===== config.mk =====
export PLATFORM = sky130hd
export DESIGN_NAME = msrv32_dbus_ctrl
export DESIGN_NICKNAME = d
export VERILOG_FILES = /design/src/rtl/msrv32_dbus_pkg.sv /design/src/rtl/msrv32_store_align.sv /design/src/rtl/msrv32_dbus_ctrl.sv
export SDC_FILE = /design/constraint.sdc
export NUM_CORES = 1
export LEC_CHECK = 0
export ABC_AREA = 0
export BUFFER_PORTS_ARGS = -buffer_cell sky130_fd_sc_hd__buf_2
export CAP_MARGIN = 0
export CORE_MARGIN = 4
export CORE_UTILIZATION = 47
export CTS_CLUSTER_SIZE = 20
export DETAILED_ROUTE_END_ITERATION = 8
export GPL_ROUTABILITY_DRIVEN = 1
export PLACE_DENSITY = 0.86
export SKIP_LAST_GASP = 1
export SLEW_MARGIN = 30
export SYNTH_ARGS = -nofsm -noshare
export SYNTH_HDL_FRONTEND = slang
export SYNTH_SLANG_ARGS = --single-unit

===== constraint.sdc =====
create_clock -name ms_riscv32_mp_clk_in -period 2.9 [get_ports ms_riscv32_mp_clk_in]
set_clock_uncertainty 0.15 [all_clocks]
set_input_delay 0.725 -clock ms_riscv32_mp_clk_in [delete_from_list [all_inputs] [get_ports ms_riscv32_mp_clk_in]]
set_output_delay 0.725 -clock ms_riscv32_mp_clk_in [all_outputs]
set_load 0.05 [all_outputs]

===== src/rtl/msrv32_dbus_pkg.sv =====
// msrv32_dbus_pkg: shared encodings for the data-bus controller
package msrv32_dbus_pkg;
  localparam logic [1:0] BYTE = 2'b00;
  localparam logic [1:0] HALF = 2'b01;
  localparam logic [1:0] WORD = 2'b10;
  localparam logic [1:0] HTRANS_IDLE = 2'b00;
  localparam logic [1:0] HTRANS_NONSEQ = 2'b10;
  typedef enum logic [1:0] {S_IDLE, S_ADDR, S_DATA, S_ERR} state_t;
  function automatic logic misaligned(input logic [1:0] size, input logic [1:0] a);
    return (size[1] && a != 2'b00) || (size == HALF && a[0]);
  endfunction
endpackage


===== src/rtl/msrv32_store_align.sv =====
// msrv32_store_align: store lane replication and byte write mask
module msrv32_store_align (
  input  logic [1:0]  i_size,
  input  logic [1:0]  i_addr,
  input  logic [31:0] i_rs2,
  output logic [31:0] o_wdata,
  output logic [3:0]  o_mask
);
  import msrv32_dbus_pkg::*;
  always_comb begin
    o_wdata = i_size == BYTE ? {4{i_rs2[7:0]}} : i_size == HALF ? {2{i_rs2[15:0]}} : i_rs2;
    o_mask  = i_size == BYTE ? 4'b0001 << i_addr : i_size == HALF ? 4'b0011 << {i_addr[1], 1'b0} : 4'b1111;
  end
endmodule


===== src/rtl/msrv32_dbus_ctrl.sv =====
// msrv32_dbus_ctrl: single-outstanding AHB-Lite data master for core loads and stores
module msrv32_dbus_ctrl #(
  parameter int ADDR_W = 32,
  parameter int DATA_W = 32
) (
  input  logic              ms_riscv32_mp_clk_in,
  input  logic              ms_riscv32_mp_rst_n_in,
  input  logic              mem_req_in,
  input  logic              mem_we_in,
  input  logic [ADDR_W-1:0] mem_addr_in,
  input  logic [1:0]        mem_size_in,
  input  logic              mem_unsigned_in,
  input  logic [DATA_W-1:0] rs2_in,
  output logic              mem_done_out,
  output logic              stall_out,
  output logic              misaligned_out,
  output logic              bus_err_out,
  output logic [ADDR_W-1:0] haddr_out,
  output logic [1:0]        htrans_out,
  output logic              hwrite_out,
  output logic [2:0]        hsize_out,
  output logic [DATA_W-1:0] hwdata_out,
  output logic [3:0]        dmwr_mask_out,
  input  logic              hready_in,
  input  logic              hresp_in,
  input  logic [DATA_W-1:0] hrdata_in,
  output logic [DATA_W-1:0] dmdata_out,
  output logic              ahb_resp_out,
  output logic [1:0]        iadder_1_to_0_out,
  output logic [1:0]        load_size_out,
  output logic              load_unsigned_out
);
  import msrv32_dbus_pkg::*;
  state_t r_state, w_next;
  logic r_unsigned;
  logic [1:0] w_size;
  logic [DATA_W-1:0] w_wdata;
  logic [3:0] w_mask;
  logic w_accept, w_mis, w_ok, w_err;
  assign w_size   = mem_size_in == 2'b11 ? WORD : mem_size_in;
  assign w_mis    = misaligned(w_size, mem_addr_in[1:0]);
  assign w_accept = r_state == S_IDLE && mem_req_in && !mem_done_out;
  assign w_ok     = r_state == S_DATA && hready_in && !hresp_in;
  assign w_err    = hready_in && ((r_state == S_DATA && hresp_in) || r_state == S_ERR);
  assign stall_out = ms_riscv32_mp_rst_n_in && (r_state != S_IDLE || (mem_req_in && !mem_done_out));
  msrv32_store_align u_align (
    .i_size (w_size),
    .i_addr (mem_addr_in[1:0]),
    .i_rs2  (rs2_in),
    .o_wdata(w_wdata),
    .o_mask (w_mask)
  );
  always_comb begin
    w_next = r_state;
    unique case (r_state)
      S_IDLE: w_next = (w_accept && !w_mis) ? S_ADDR : S_IDLE;
      S_ADDR: w_next = hready_in ? S_DATA : S_ADDR;
      S_DATA: w_next = hready_in ? S_IDLE : (hresp_in ? S_ERR : S_DATA);
      S_ERR:  w_next = hready_in ? S_IDLE : S_ERR;
    endcase
  end
  always_ff @(posedge ms_riscv32_mp_clk_in or negedge ms_riscv32_mp_rst_n_in)
    if (!ms_riscv32_mp_rst_n_in) r_state <= S_IDLE;
    else r_state <= w_next;
  always_ff @(posedge ms_riscv32_mp_clk_in or negedge ms_riscv32_mp_rst_n_in) begin
    if (!ms_riscv32_mp_rst_n_in) begin
      mem_done_out      <= 1'b0;
      misaligned_out    <= 1'b0;
      bus_err_out       <= 1'b0;
      ahb_resp_out      <= 1'b0;
      haddr_out         <= '0;
      htrans_out        <= HTRANS_IDLE;
      hwrite_out        <= 1'b0;
      hsize_out         <= '0;
      hwdata_out        <= '0;
      dmwr_mask_out     <= '0;
      dmdata_out        <= '0;
      iadder_1_to_0_out <= '0;
      load_size_out     <= '0;
      load_unsigned_out <= 1'b0;
      r_unsigned        <= 1'b0;
    end else begin
      mem_done_out   <= (w_accept && w_mis) || w_ok || w_err;
      misaligned_out <= w_accept && w_mis;
      bus_err_out    <= w_err;
      ahb_resp_out   <= w_err;
      if (w_accept && !w_mis) begin
        haddr_out     <= mem_addr_in;
        htrans_out    <= HTRANS_NONSEQ;
        hwrite_out    <= mem_we_in;
        hsize_out     <= {1'b0, w_size};
        dmwr_mask_out <= mem_we_in ? w_mask : 4'b0000;
        r_unsigned    <= mem_unsigned_in;
      end
      if (r_state == S_ADDR && hready_in) begin
        htrans_out <= HTRANS_IDLE;
        hwdata_out <= hwrite_out ? w_wdata : '0;
      end
      if (w_ok || w_err) hwdata_out <= '0;
      if (w_ok && !hwrite_out) dmdata_out <= hrdata_in;
      if ((w_ok || w_err) && !hwrite_out) begin
        iadder_1_to_0_out <= haddr_out[1:0];
        load_size_out     <= hsize_out[1:0];
        load_unsigned_out <= r_unsigned;
      end
    end
  end
endmodule

# After elaboration in Yosys (flattened, before gate mapping)
# Cells that the tools add are included.
[op_classes] eq_ne=5 shift=2 mux=17 reduce_logical=31
[op_table] cell="$mux W32" n=5
[op_table] cell="$logic_and A1 B1 Y1" n=15
[op_table] cell="$mux W2" n=6
[op_table] cell="$mux W4" n=3
[op_table] cell="$pmux W2 S4" n=1
[op_table] cell="$reduce_bool A2 Y1" n=4
[op_table] cell="$eq A2 B2 Y1 const B" n=3
[op_table] cell="$logic_or A1 B1 Y1" n=6
[op_table] cell="$eq A2 B1 Y1 const B" n=2
[op_table] cell="$logic_not A1 Y1" n=4
[op_table] cell="$logic_not A2 Y1" n=2
[op_table] cell="$shl A1 B2 Y4 const A" n=1
[op_table] cell="$shl A2 B2 Y4 const A" n=1
[op_table] cell="$mux W1" n=2
[totals] register_bits=116 in_bits=105 out_inout_bits=116 word_cells=70

# Longest topological paths before layout
[depth] word_depth=9 ltp_mapped=7

# Hierarchy
# From an unflattened synthesis, not the netlist that was laid out.
[unflattened] hier_cells=347 hier_area_um2=5054.8
[modules_own_cells] mod="msrv32_dbus_ctrl" instances=1 cells_per_inst=287 area_per_inst_um2=4523.1
[modules_own_cells] mod="msrv32_store_align" instances=1 cells_per_inst=60 area_per_inst_um2=531.8

# Worst setup path before layout
# Ideal clock, no wire load.
[synth_path] kind="input -> register" from="input mem_req_in" to="register dmwr_mask_out[3]" setup_time_ps=125 arrival_ps=2166 setup_slack_ps=459 cell_stages=6 n_path_buf=3 path_cell_list="or4b_1 > buf_2 > or3_1 > buf_6 > buf_6 > mux2_4"
[synth_between] elab_chain_cells=3
[synth_lines] item="from (decl)" line="msrv32_dbus_ctrl.sv:8" rtl="input logic mem_req_in,"
[synth_lines] item="$logic_and A1 B1 Y1 (2 in a row)" line="msrv32_dbus_ctrl.sv:42" rtl="assign w_accept = r_state == S_IDLE && mem_req_in && !mem_done_out;"
[synth_lines] item="$logic_and A1 B1 Y1" line="msrv32_dbus_ctrl.sv:87" rtl="if (w_accept && !w_mis) begin"
[synth_lines] item="to (signal assigned)" line="msrv32_dbus_ctrl.sv:92" rtl="dmwr_mask_out <= mem_we_in ? w_mask : 4'b0000;"
[synth_lines] item="to (decl)" line="msrv32_dbus_ctrl.sv:23" rtl="output logic [3:0] dmwr_mask_out,"
# Every way passes these cells.
# A chain may end at the register's enable or synchronous reset.

# Worst setup path after layout
[layout_path] from="input ms_riscv32_mp_rst_n_in" to="output stall_out"
[layout_between] elab_chain_cells=1
[layout_lines] item="from (decl)" line="msrv32_dbus_ctrl.sv:7" rtl="input logic ms_riscv32_mp_rst_n_in,"
[layout_lines] item="$logic_and A1 B1 Y1" line="msrv32_dbus_ctrl.sv:45" rtl="assign stall_out = ms_riscv32_mp_rst_n_in && (r_state != S_IDLE || (mem_req_in && !mem_done_out));"
[layout_lines] item="to (decl)" line="msrv32_dbus_ctrl.sv:15" rtl="output logic stall_out,"
# Every way passes these cells.

==> flow_metrics.py <==
metrics = {
    "outcome": {
        "status": "complete, no violations",
    },
    "clock_network": {
        "sink_count": 115,
        "cts_inserted_buffers": 17,
        "cts.repair_timing.setup_buffer_count": 0,
        "clk_pin_slew_worst_paths_ps": 50,
        "ctsHtreeMaxLevel": 4,
        "clock_latency_ps": 500,
        "cts_buffer_depth": 2,
        "root_driver": "clkbuf_8",
        "tritoncts": "yes",
    },
    "global_route": {
        "first_global_vias": 3750,
        "grt_max_degree": 54,
        "grt_pass1_wl_mm": 19.4,
        "overflow": 0,
        "grt_use_total": 0.215,
        "grt_antenna_before_repair": 0,
    },
    "drt": {
        "detail_route.wirelength_mm": 12.6,
        "vias_per_cell": 5.10,
        "routed_wire_length_per_instance_um": 17.6,
        "remaining_drcs": 0,
        "ant_nets": 0,
        "detailedRoute.firstPassIterationCount": 5,
        "dr_total_vias": 3654,
        "detail_route.iter0.violations": 168,
    },
    "place": {
        "placedCellCount": 683,
        "routabilityCongestion": 0.771,
        "dp_hpwl_mm": 9.22,
        "port-buffer-count": 218,
    },
    "logic_synthesis": {
        "synth_cell_types": 32,
        "synthFlopType": "dfrtp_1",
        "syn_inst": 344,
        "synth.avg_cell_area_um2": 14.0,
        "seq_area_frac_synth": 0.597,
        "synth_enable_flop_cells": 0,
        "synth_async_sr_flop_share": 1.00,
        "synth-seq-cells": 115,
        "syn-cell-area_mm2": 0.00482,
        "synth.yosys.warnings": 0,
    },
    "flow_run": {
        "cap_violations": 0,
    },
    "critical_path": {
        "crit_type": "in2out",
        "worst_ep_arrival_time_ps": 1950,
        "critical_path.top_delay_family": "buffers and inverters",
        "crit_required_ps": 2030,
        "cp_slowest_cell": "dlygate4sd3_1",
        "startpoint_type": "input port",
        "critical_path_peak_fanout": 14,
        "cp_cell_sequence": "dlygate4sd3_1, buf_4, o31a_1, buf_2",
        "worst_setup_path_end_kind": "output port",
        "timing.critical_path.slowest_cell_delay_ps": 550,
        "cp_num_buf_inv": 3,
    },
    "timing": {
        "rsz0062_at_grt": "false",
        "fin_hold_ws_ps": 295,
        "final_period_util": 0.975,
        "finalSetupViolations": 0,
        "worstMarginPinSlew_ps": 653,
        "hold_viol": 0,
        "fmax_mhz": 354,
        "final-max-slew-violation-count": 0,
        "timing.slew.headroom": 0.565,
        "setup_tns_ps": 0,
        "final_period_minus_worst_setup_slack_ps": 2830,
    },
    "floorplan": {
        "pin_count": 221,
        "floorplan.rows": 36,
        "dieArea_mm2": 0.0119,
        "area_of_the_placeable_core_mm2": 0.00986,
        "initial_core_util": 0.488,
        "die_width_um": 109,
        "fp.dieH_um": 109,
    },
    "pwr": {
        "ir_worst_vdd_v": 0.000721,
        "p_leak_nw": 3.66,
        "powerDensity_mw_per_mm2": 1450,
    },
    "finish": {
        "drive_above_1_share": 0.573,
        "syn2layout_area_growth_pct": 38.5,
        "fin_nets": 675,
        "final_common_cell": "buf_2",
        "final_cell_mix": "buf_2, dfrtp_1, mux2_2, mux2_4, o21ai_0",
        "antenna_diode_count": 0,
        "finalNonFillerCells": 716,
    },
    "hold_path": {
        "min-delay-path-class": "in2reg",
    },
}
-- cell type report --
class / count / area [µm²]
Multi-Input combinational cell: 200 / 1780
Sequential cell: 115 / 2880
Timing Repair Buffer: 230 / 1200
Clock buffer: 23 / 477
Inverter: 6 / 22.5
Fill cell: 707 / 3190
Tap cell: 133 / 166
Clock inverter: 9 / 150
-- report_power, final --
group / switching (W) / leakage, nW / total [W] / internal, W
clock network: 0.000689 / 0.304 / 0.00217 / 0.00148
logic: 0.00346 / 1.89 / 0.00475 / 0.00129
registers: 0.000430 / 1.46 / 0.00278 / 0.00235
-- metrics by stage --
stage	util	setup slack, ps	area [µm²]	total power, W
6_report	0.676	71.2	6670	0.00970
5_1_grt	0.676	20.9	6670	0.0101
4_1_cts	0.676	71.3	6670	0.00979
3_5_place_dp	0.612	333	6030	0.00757
3_3_place_gp	0.612	350	6030	0.00744
2_1_floorplan	-	459	4820	0.00639
-- worst reg2reg max path, delay by kind of cell, from the launching register on --
family | cells | cell delay, ps
muxes | 1 | 340
buffers and inverters | 1 | 220
DFF | 1 | 450
and+or+nand+nor | 2 | 1050
-- cell families (layout without fill, tap and decap cells) --
kind of cell           count (synthesis)  after routing  share of synthesized area
AO/OA/AOI/OAI                         59             59                     0.0787
buffers and inverters                 30            268                     0.0353
flip-flops                           115            115                      0.597
multiplexers                          98             98                      0.249
other                                  1              2                   0.000778
AND/OR/NAND/NOR                       41             41                     0.0390
-- registers in the layout (all words and copies together), names as in the netlist --
register,cells
iadder_1_to_0_out,2
haddr_out,32
misaligned_out,1
r_state,2
load_size_out,2
ahb_resp_out,1
r_unsigned,1
hwdata_out,32
hsize_out,2
dmdata_out,32
htrans_out,1
dmwr_mask_out,4
load_unsigned_out,1
hwrite_out,1
mem_done_out,1
-- layer usage --
metal,vias to the layer above,global-route usage,part of all wire,wire [µm]
met1,1805,0.259,0.39,4980
met4,0,0.0730,0.011,140
met3,13,0.0687,0.086,1080
li1,1667,-,-,-
met5,-,0,0,0
met2,169,0.363,0.51,6410
-- repair_timing --
item	in CTS	in global routing
gates resized for setup	0	0
endpoints found under the hold margin	12	0
endpoints found under the setup margin	0	0
hold buffers	1	0
-- synthesized netlist by cell type (all sizes together), types with 2 or more instances --
master | number | area share
clkbuf | 10 | 0.0078
nand2 | 25 | 0.019
o31ai | 4 | 0.0062
inv | 6 | 0.0047
o21ai | 29 | 0.030
a22o | 16 | 0.029
nand3b | 2 | 0.0031
mux2 | 73 | 0.20
or3 | 2 | 0.0026
mux2i | 25 | 0.052
dfrtp | 115 | 0.60
buf | 14 | 0.023
a21oi | 5 | 0.0052
nor2 | 6 | 0.0047
-- path summary, 6_finish.rpt --
path / from / cells past startpoint / slack, ps / end
setup / recovery: ms_riscv32_mp_rst_n_in / 4 / 70 / stall_out
hold / removal: hrdata_in[6] / 2 / 290 / dmdata_out[6]
setup reg to reg: r_state[0] / 4 / 580 / haddr_out[10]
hold reg to reg: hwdata_out[17] / 2 / 330 / hwdata_out[17]
max in group asynchronous: ms_riscv32_mp_rst_n_in / 4 / 560 / hwdata_out[16]
min in group asynchronous: ms_riscv32_mp_rst_n_in / 2 / 510 / hwrite_out
Power figures use the tool's default switching activity.
